**src/rtl/pll_mon_pkg.sv**
```systemverilog
// Shared types and default constants for the PLL lock monitor (12 MHz ref -> 60 MHz clock).
package pll_mon_pkg;

    typedef enum logic [1:0] {
        IDLE,
        MEASURE,
        EVAL
    } mon_state_e;

    localparam int unsigned DEF_EXPECTED_COUNT   = 5000;
    localparam int unsigned DEF_WINDOW_REF_EDGES = 1000;

endpackage

```
**src/rtl/sync_edge_detect.sv**
```systemverilog
// Two-flop synchronizer for an asynchronous input plus a delay flop for rising-edge detection.
module sync_edge_detect (
    input  logic clock,
    input  logic reset_n,
    input  logic async_in,
    output logic rise_pulse
);

    logic sync1_q, sync1_d;
    logic sync2_q, sync2_d;
    logic dly_q, dly_d;

    always_comb begin
        sync1_d = async_in;
        sync2_d = sync1_q;
        dly_d   = sync2_q;
    end

    always_ff @(posedge clock or negedge reset_n) begin
        if (!reset_n) begin
            sync1_q <= 1'b0;
            sync2_q <= 1'b0;
            dly_q   <= 1'b0;
        end else begin
            sync1_q <= sync1_d;
            sync2_q <= sync2_d;
            dly_q   <= dly_d;
        end
    end

    assign rise_pulse = sync2_q & ~dly_q;

endmodule

```
**src/rtl/pll_lock_monitor.sv**
```systemverilog
// Frequency-lock monitor and display-domain reset generator for the PLL output clock.
// Define PLL_MON_RESET_GEN_EN to hold sys_reset_n low for RESET_HOLD cycles after lock.
module pll_lock_monitor
    import pll_mon_pkg::*;
#(
    parameter int unsigned WINDOW_REF_EDGES = DEF_WINDOW_REF_EDGES,
    parameter int unsigned EXPECTED_COUNT   = DEF_EXPECTED_COUNT,
    parameter int unsigned TOLERANCE        = 8,
    parameter int unsigned LOCK_WINDOWS     = 4,
    parameter int unsigned REF_TIMEOUT      = 64,
    parameter int unsigned RESET_HOLD       = 256,
    parameter int unsigned CNT_W            = 16
) (
    input  logic             clock,
    input  logic             reset_n,
    input  logic             ref_clock_in,
    output logic             locked,
    output logic             ref_lost,
    output logic [CNT_W-1:0] meas_count,
    output logic             meas_valid,
    output logic             sys_reset_n
);

    localparam int unsigned EDGE_W = $clog2(WINDOW_REF_EDGES + 1);
    localparam int unsigned GOOD_W = $clog2(LOCK_WINDOWS + 1);
    localparam int unsigned TO_W   = $clog2(REF_TIMEOUT + 1);
    localparam logic signed [CNT_W:0] EXP_S = (CNT_W+1)'(EXPECTED_COUNT);
    localparam logic signed [CNT_W:0] TOL_S = (CNT_W+1)'(TOLERANCE);

    logic ref_edge;

    sync_edge_detect u_sync (
        .clock      (clock),
        .reset_n    (reset_n),
        .async_in   (ref_clock_in),
        .rise_pulse (ref_edge)
    );

    mon_state_e        state_q, state_d;
    logic [CNT_W-1:0]  cyc_q, cyc_d, cyc_inc;
    logic [CNT_W-1:0]  meas_count_q, meas_count_d;
    logic [EDGE_W-1:0] edge_cnt_q, edge_cnt_d;
    logic [GOOD_W-1:0] good_q, good_d;
    logic [TO_W-1:0]   to_q, to_d;
    logic              locked_q, locked_d;
    logic              ref_lost_q, ref_lost_d;
    logic              meas_valid_q, meas_valid_d;
    logic              sys_reset_n_q, sys_reset_n_d;
    logic signed [CNT_W:0] diff;
    logic              window_good;

    always_comb begin
        cyc_inc     = (cyc_q == '1) ? cyc_q : cyc_q + 1'b1;
        diff        = $signed({1'b0, meas_count_q}) - EXP_S;
        window_good = (meas_count_q != '1) && (diff <= TOL_S) && (diff >= -TOL_S);
    end

    // The ending edge of one window is the starting edge of the next, so the
    // cycle counter keeps running through EVAL without a gap.
    always_comb begin
        state_d      = state_q;
        cyc_d        = cyc_q;
        edge_cnt_d   = edge_cnt_q;
        good_d       = good_q;
        to_d         = to_q;
        locked_d     = locked_q;
        ref_lost_d   = ref_lost_q;
        meas_count_d = meas_count_q;
        meas_valid_d = 1'b0;

        if (ref_edge) begin
            ref_lost_d = 1'b0;
        end

        case (state_q)
            IDLE: begin
                to_d = '0;
                if (ref_edge) begin
                    cyc_d      = '0;
                    edge_cnt_d = '0;
                    state_d    = MEASURE;
                end
            end
            MEASURE, EVAL: begin
                if (state_q == EVAL) begin
                    state_d = MEASURE;
                    if (window_good) begin
                        if (good_q != GOOD_W'(LOCK_WINDOWS)) begin
                            good_d = good_q + 1'b1;
                        end
                    end else begin
                        good_d = '0;
                    end
                    locked_d = (good_d == GOOD_W'(LOCK_WINDOWS));
                end
                cyc_d = cyc_inc;
                if (ref_edge) begin
                    to_d = '0;
                    if (edge_cnt_q == EDGE_W'(WINDOW_REF_EDGES - 1)) begin
                        meas_count_d = cyc_inc;
                        meas_valid_d = 1'b1;
                        cyc_d        = '0;
                        edge_cnt_d   = '0;
                        state_d      = EVAL;
                    end else begin
                        edge_cnt_d = edge_cnt_q + 1'b1;
                    end
                end else if (to_q == TO_W'(REF_TIMEOUT - 1)) begin
                    ref_lost_d = 1'b1;
                    locked_d   = 1'b0;
                    good_d     = '0;
                    to_d       = '0;
                    state_d    = IDLE;
                end else begin
                    to_d = to_q + 1'b1;
                end
            end
            default: state_d = IDLE;
        endcase
    end

`ifdef PLL_MON_RESET_GEN_EN
    localparam int unsigned HOLD_W = $clog2(RESET_HOLD + 1);

    logic [HOLD_W-1:0] hold_q, hold_d;

    // Driven from locked_d so the display reset falls in the same cycle as locked.
    always_comb begin
        hold_d = hold_q;
        if (!locked_q) begin
            hold_d = '0;
        end else if (hold_q != HOLD_W'(RESET_HOLD)) begin
            hold_d = hold_q + 1'b1;
        end
        sys_reset_n_d = locked_d && (hold_d == HOLD_W'(RESET_HOLD));
    end

    always_ff @(posedge clock or negedge reset_n) begin
        if (!reset_n) begin
            hold_q <= '0;
        end else begin
            hold_q <= hold_d;
        end
    end
`else
    always_comb begin
        sys_reset_n_d = locked_q;
    end
`endif

    always_ff @(posedge clock or negedge reset_n) begin
        if (!reset_n) begin
            state_q       <= IDLE;
            cyc_q         <= '0;
            edge_cnt_q    <= '0;
            good_q        <= '0;
            to_q          <= '0;
            locked_q      <= 1'b0;
            ref_lost_q    <= 1'b0;
            meas_count_q  <= '0;
            meas_valid_q  <= 1'b0;
            sys_reset_n_q <= 1'b0;
        end else begin
            state_q       <= state_d;
            cyc_q         <= cyc_d;
            edge_cnt_q    <= edge_cnt_d;
            good_q        <= good_d;
            to_q          <= to_d;
            locked_q      <= locked_d;
            ref_lost_q    <= ref_lost_d;
            meas_count_q  <= meas_count_d;
            meas_valid_q  <= meas_valid_d;
            sys_reset_n_q <= sys_reset_n_d;
        end
    end

    assign locked      = locked_q;
    assign ref_lost    = ref_lost_q;
    assign meas_count  = meas_count_q;
    assign meas_valid  = meas_valid_q;
    assign sys_reset_n = sys_reset_n_q;

endmodule

```
**config.mk**
```make
export PLATFORM = sky130hd
export DESIGN_NAME = pll_lock_monitor
export DESIGN_NICKNAME = d
export VERILOG_FILES = /design/src/rtl/pll_mon_pkg.sv /design/src/rtl/sync_edge_detect.sv /design/src/rtl/pll_lock_monitor.sv
export SDC_FILE = /design/constraint.sdc
export NUM_CORES = 1
export LEC_CHECK = 0
export CORE_ASPECT_RATIO = 0.9
export CORE_MARGIN = 1.5
export CORE_UTILIZATION = 59
export DETAILED_ROUTE_END_ITERATION = 10
export PLACE_DENSITY = 0.81
export SLEW_MARGIN = 5
export SYNTH_ARGS = -nofsm -noshare
export SYNTH_HDL_FRONTEND = slang
export SYNTH_HIERARCHICAL = 1
export SYNTH_SLANG_ARGS = --single-unit
```
**constraint.sdc**
```tcl
create_clock -name clock -period 3 [get_ports clock]
set_input_delay 0.45 -clock clock [delete_from_list [all_inputs] [get_ports clock]]
set_output_delay 0.45 -clock clock [all_outputs]
set_load 0.02 [all_outputs]
```
[After elaboration in Yosys (flattened, before gate mapping)]
Index checks and enable logic that the tools add are counted.
Cells by class
  equal/unequal tests: 10
  order comparisons: 2
  divide/modulo/power cells: 0
  shift operators: 0
  reductions and logical operators: 8
  multiplexer cells: 35
  multipliers: 0
  add/sub/neg operators: 5
  bitwise operators: 2
Operators by type and width (count)
  two-way mux 16 bit: 4
  case mux 16 bit (2 select lines): 1
  two-way mux 10 bit: 3
  two-way mux 3 bit: 7
  case mux 10 bit (2 select lines): 1
  greater-or-equal comparator 17 x 4 -> 1 bit, second input constant: 1
  <= comparator 17 x 5 -> 1 bit, second input constant: 1
  subtractor 16 x 13 -> 17 bit, second input constant: 1
  adder 16 x 1 -> 16 bit, second input constant: 1
  equality test 16 bit, second input constant: 1
  inequality test 16 bit, second input constant: 1
  two-way mux 7 bit: 2
  case mux 7 bit (2 select lines): 1
  adder 10 x 1 -> 10 bit, second input constant: 1
  equality test 10 bit, second input constant: 1
  two-way mux 1 bit: 10
  two-way mux 2 bit: 5
  adder 7 x 1 -> 7 bit, second input constant: 1
  equality test 7 x 6 -> 1 bit, second input constant: 1
  AND reduction 3 bit: 2
  inequality test 2 bit, second input constant: 2
  case mux 2 bit (2 select lines): 1
  adder 3 x 1 -> 3 bit, second input constant: 1
  equality test 3 bit, second input constant: 1
  other kinds (10): 11
Storage, ports and cells
  output and inout bits: 20
  bits in read-only memories: 0
  bits in registers: 61
  bits in writable memories: 0
  memories kept: 0
  bits in latches: 0
  word-level logic and storage cells: 75
  input bits: 3

[Depth between registers and ports, before layout]
  depth in word-level cells: 11
  gate-level depth with buffers: 9
  depth with buffers taken out: 8

[Modules after synthesis]
The synthesis kept the hierarchy.
By module, submodules not included
  pll_lock_monitor: times used 1, area each 3452.1 µm², cells each 398, seq. area each 1451.4 µm²
  sync_edge_detect: times used 1, area each 88.8 µm², cells each 4, seq. area each 75.1 µm²

[Worst setup path after synthesis]
Ideal clock, no wire load.
  path kind: reg-to-reg
  start: reg meas_count_q[3] (netlist: meas_count[3])
  end: reg locked_q (netlist: locked)
  arrival time: 2.169 ns
  setup slack: 0.762 ns
  cell stages (with the launch flop): 9
  library setup time: 0.068 ns
  period minus slack after synthesis: 2.238 ns
  path buffers: 0
  data required time: 2.932 ns
  cells stage by stage: dfrtp_1 -> inv_1 -> ha_1 -> nor3b_2 -> or4_1 -> a21oi_1 -> o2111ai_1 -> o21ai_2 -> a32o_1
Between the ends
  longest elaborated chain between the ends: 11
  elaborated cells between the ends (all ways): 13
  classes of those cells: 1 x add/sub; 2 x order compare; 2 x eq/ne; 6 x mux; 2 x reduce/logical
Ends and longest elaborated chain
  start, declared: RTL line pll_lock_monitor.sv:41  | logic [CNT_W-1:0] meas_count_q, meas_count_d;
  start signal, assigned: RTL line pll_lock_monitor.sv:171  | meas_count_q <= meas_count_d;
  subtractor 16 x 13 -> 17 bit: RTL line pll_lock_monitor.sv:54  | diff = $signed({1'b0, meas_count_q}) - EXP_S;
  <= comparator 17 x 5 -> 1 bit: RTL line pll_lock_monitor.sv:55  | window_good = (meas_count_q != '1) && (diff <= TOL_S) && (diff >= -TOL_S);
  logical AND 1 bit: RTL line pll_lock_monitor.sv:55
  logical AND 1 bit (*): RTL line pll_lock_monitor.sv:55
  two-way mux 3 bit (*): RTL line pll_lock_monitor.sv:87  | if (window_good) begin
  two-way mux 3 bit (*): RTL line pll_lock_monitor.sv:85  | if (state_q == EVAL) begin
  two-way mux 3 bit (*): RTL line pll_lock_monitor.sv:75  | case (state_q)
  equality test 3 bit (*): RTL line pll_lock_monitor.sv:94  | locked_d = (good_d == GOOD_W'(LOCK_WINDOWS));
  two-way mux 1 bit (*): RTL line pll_lock_monitor.sv:85
  two-way mux 1 bit: RTL line pll_lock_monitor.sv:108  | end else if (to_q == TO_W'(REF_TIMEOUT - 1)) begin
  two-way mux 1 bit (*): RTL line pll_lock_monitor.sv:97  | if (ref_edge) begin
  end signal, assigned: RTL line pll_lock_monitor.sv:169  | locked_q <= locked_d;
  end, declared: RTL line pll_lock_monitor.sv:45  | logic locked_q, locked_d;
Mark *: on every way between the ends. The rest lies on a longest branch, timed or not. The select of a mux whose other input is x is not followed.
A chain may end at the register's enable or synchronous reset.

[Final worst setup path]
  start: reg state_q[0]
  end: reg cyc_q[10]
Between the ends
  longest elaborated chain between the ends: 4
  elaborated cells between the ends (all ways): 8
  classes of those cells: 3 x eq/ne; 1 x mux; 4 x reduce/logical
Ends and longest elaborated chain
  start, declared: RTL line pll_lock_monitor.sv:39  | mon_state_e state_q, state_d;
  start signal, assigned: RTL line pll_lock_monitor.sv:164  | state_q <= state_d;
  equality test 2 bit / equality test 2 x 1 -> 1 bit (equally long branches): RTL line pll_lock_monitor.sv:75
  OR reduction 2 bit: RTL line pll_lock_monitor.sv:75
  nonzero test 2 bit (no line)
  AND reduction 2 bit (no line)
  end signal, assigned: RTL line pll_lock_monitor.sv:165  | cyc_q <= cyc_d;
  end, declared: RTL line pll_lock_monitor.sv:40  | logic [CNT_W-1:0] cyc_q, cyc_d, cyc_inc;
Parallel ways exist; a longest one is shown, timed or not.

==> results.sh <==
export IMPL_maxCapViolations=0
export IMPL_setup_viol=0
export IMPL_synth_top_cell_area_share_pct=43.11
export IMPL_crit_slowest_cell="nand3_1"
export IMPL_cp_arrival_ns=2.62
export IMPL_grt_pass1_vias=2664
export IMPL_wirelength_um=7036
export IMPL_p_leak_nw=1.633
export IMPL_fp_row_count=26
export IMPL_routabilityCongestion=0.8981
export IMPL_route_met2_wl_um=3075
export IMPL_ys_seq_elements=61
export IMPL_cp_data_required_time_ns=3.25
export IMPL_total_power_mw=2.039
export IMPL_postCtsSetupBuffers=0
export IMPL_endpoint_kind="flop"
export IMPL_vias=2975
export IMPL_dp_hpwl_um=5003
export IMPL_synth_ff_type="dfrtp_1"
export IMPL_avgSynthCellArea_um2=8.808
export IMPL_overflow=0
export IMPL_ys_top_cells_by_area="dfrtp_1, o21ai_0, nand2_1, ha_1, nor2_1"
export IMPL_drive_above_1_share_pct=7.126
export IMPL_synth_cell_types=57
export IMPL_grt_usage_pct=24.22
export IMPL_rsz0062_at_grt="false"
export IMPL_diodes=0
export IMPL_skew_ns=0.006508
export IMPL_met1Wirelength_um=3472
export IMPL_critPathKind="flop to flop"
export IMPL_switching_power_mw=0.6218
export IMPL_synth_edf_count=0
export IMPL_p_seq_share_pct=46.5
export IMPL_final_common_cell="dfrtp_1"
export IMPL_hold_viol_final=0
export IMPL_insertion_delay_ns=0.34
export IMPL_critPathMaxFanout=14
export IMPL_setup_tns_ns=0
export IMPL_drt_iter0_markers=197
export IMPL_first_pass_iters=5
export IMPL_p_clk_share_pct=33.6
export IMPL_holdBufCountCts=0
export IMPL_cp_cell_sequence="inv_1 > ha_1 > nor2b_1 > nor2_1 > nand3_1 > o21ai_0 > nand2_1 > o21ai_0"
export IMPL_wire_per_inst_um=14.33
export IMPL_ir_drop_mv=0.5700
export IMPL_nFillCells=451
export IMPL_htree_levels=3
export IMPL_cts_root_buf="clkbuf_8"
export IMPL_dr_wl_met3_um=371
export IMPL_syn_to_final_growth_pct=11.55
export IMPL_core_area_um2=5725
export IMPL_grt_pass1_wl_um=12650
export IMPL_maxUsedRoutingLayer="met4"
export IMPL_die_width_um=84.66
export IMPL_p_per_area_nw_per_um2=516.2
export IMPL_intPower_mw=1.417
export IMPL_io_buffers=22
export IMPL_io_pins=23
export IMPL_status="completed"
export IMPL_stdcell_count=491
export IMPL_ys_async_sr_fraction_pct=100.0
export IMPL_max_stage_delay_ns=0.48
export IMPL_synth_top_cell_by_area="dfrtp_1"
export IMPL_ys_seq_area_share_pct=43.11
export IMPL_grt_antenna_before_repair=0
export IMPL_fin_crit_ns=2.363
export IMPL_slew_headroom_pct=55.94
export IMPL_drc=0
export IMPL_swShare_pct=30.50
export IMPL_final_cell_mix="dfrtp_1, nand2_1, o21ai_0, nor2_1, clkdlybuf4s50_1"
export IMPL_worst_setup_path_start_kind="flop"
export IMPL_cts_buffer_depth=2
export IMPL_dieHeight_um=76.50
export IMPL_synth_nets=416
export IMPL_nets=432
export IMPL_dp_cells=477
export IMPL_ant_nets=0
export IMPL_syn_inst=402
export IMPL_yosys_warnings=6
export IMPL_grt_max_degree=34
export IMPL_clk_pin_slew_ns=0.06
export IMPL_finalCritPeriodShare_pct=78.77
export IMPL_cts_tree="done"
export IMPL_syn_area_um2=3541
export IMPL_max_freq_mhz=423.2
export IMPL_worstMarginPinSlew_ns=0.6564
export IMPL_finalMaxSlewViolations=0
export IMPL_start_util_pct=61.84
export IMPL_cts_resized=0
export IMPL_avgViaCountPerCell=6.059
export IMPL_clock_sinks=61
export IMPL_hold_class="input port to asynchronous set/reset pin"
export IMPL_cts_buffers=9
export IMPL_power_frac_comb_pct=19.9
export IMPL_dieArea_um2=6476
export IMPL_timing_critical_path_mode_cell="o21ai_0"
[cell type report]
cell class / count / area (um^2) / area share (%)
multi-input combinational: 307 / 1862 / 47.13
clock buffer: 12 / 145.1 / 3.674
timing repair buffer: 26 / 245.2 / 6.208
sequential: 61 / 1526 / 38.64
tap: 70 / 87.58 / 2.217
clock inverter: 2 / 35.03 / 0.8869
inverter: 13 / 48.80 / 1.235
[metal layers]
metal  vias up  GRT usage (%)
met1      1415          36.46
met5         -              0
met4         0          8.548
li1       1459              -
met3        14          6.717
met2        87          33.41
[power groups by stage]
stage          registers (mW)  clock network [mW]  logic (mW)
2_1_floorplan           0.940                   0       0.323
3_3_place_gp            0.956                   0       0.388
3_5_place_dp            0.960                   0       0.405
4_1_cts                 0.946               0.704       0.407
5_1_grt                 0.955               0.737       0.478
6_report                0.948               0.685       0.405
[path summary, 6_finish.rpt]
check	start	endpoint	slack, ns	cells past startpoint
max in group asynchronous	reset_n	cyc_q[3]$_DFFE_PN0P_	2.57	2
min in group clock	u_sync/sync1_q$_DFF_PN0_	u_sync/dly_d$_DFF_PN0_	0.35	0
worst max register to register	state_q[0]$_DFFE_PN0P_	cyc_q[10]$_DFFE_PN0P_	0.64	8
worst min register to register	u_sync/sync1_q$_DFF_PN0_	u_sync/dly_d$_DFF_PN0_	0.35	0
worst max-delay path	state_q[0]$_DFFE_PN0P_	cyc_q[10]$_DFFE_PN0P_	0.64	8
worst min-delay path	reset_n	cyc_q[1]$_DFFE_PN0P_	0.13	2
[synth_stat cells (all sizes together) (2+ instances only)]
master	number
a21oi	20
a22o	3
a31oi	3
a32o	3
and3	7
buf	6
clkbuf	15
dfrtp	61
ha	11
inv	13
mux2i	2
nand2	56
nand2b	3
nand3	20
nand3b	3
nand4	8
nor2	28
nor2b	7
nor3	6
nor3b	2
nor4	8
nor4b	4
o21a	4
o21ai	58
o31ai	7
o41ai	2
or2	3
or3	2
or4	2
xnor2	11
xor2	10
[critical path, delay by kind of cell, from the launching register on]
family | cells | cell delay (ns)
and+or+nand+nor | 4 | 1.16
adders and majority gates | 1 | 0.25
buffers and inverters | 1 | 0.08
DFF | 1 | 0.40
AOI/OAI and AO/OA | 2 | 0.40
[cell families (layout without fill, tap and decap cells)]
family          Yosys count  count (layout)  share of synthesized area, %
compound gates          107             107                         17.92
xor+xnor                 21              21                         5.194
fa+ha+maj                11              11                         3.887
buf+inv                  34              53                         4.311
flops                    61              61                         43.11
mux                       3               3                        0.8834
simple gates            165             165                         24.70
[state kept, by name, summed over array words and instances (netlist names)]
| name | cells |
|---|---|
| ref_lost | 1 |
| cyc_q | 16 |
| sys_reset_n | 1 |
| u_sync/dly_q | 1 |
| meas_valid | 1 |
| to_q | 7 |
| meas_count | 16 |
| u_sync/sync1_q | 1 |
| locked | 1 |
| edge_cnt_q | 10 |
| u_sync/dly_d | 1 |
| state_q | 2 |
| good_q | 3 |
[metrics by stage]
stage	hold WS (ns)	utilization, %	setup slack, ns	area (um^2)
5_1_grt	0.1574	68.99	0.4018	3950
6_report	0.1300	68.99	0.6369	3950
3_5_place_dp	0.3428	65.84	0.6780	3770
3_3_place_gp	0.3338	65.84	0.7251	3770
4_1_cts	0.1332	68.99	0.6565	3950
2_1_floorplan	0.1544	-	0.7625	3541
Note: power is estimated with default switching activity, not from simulation.
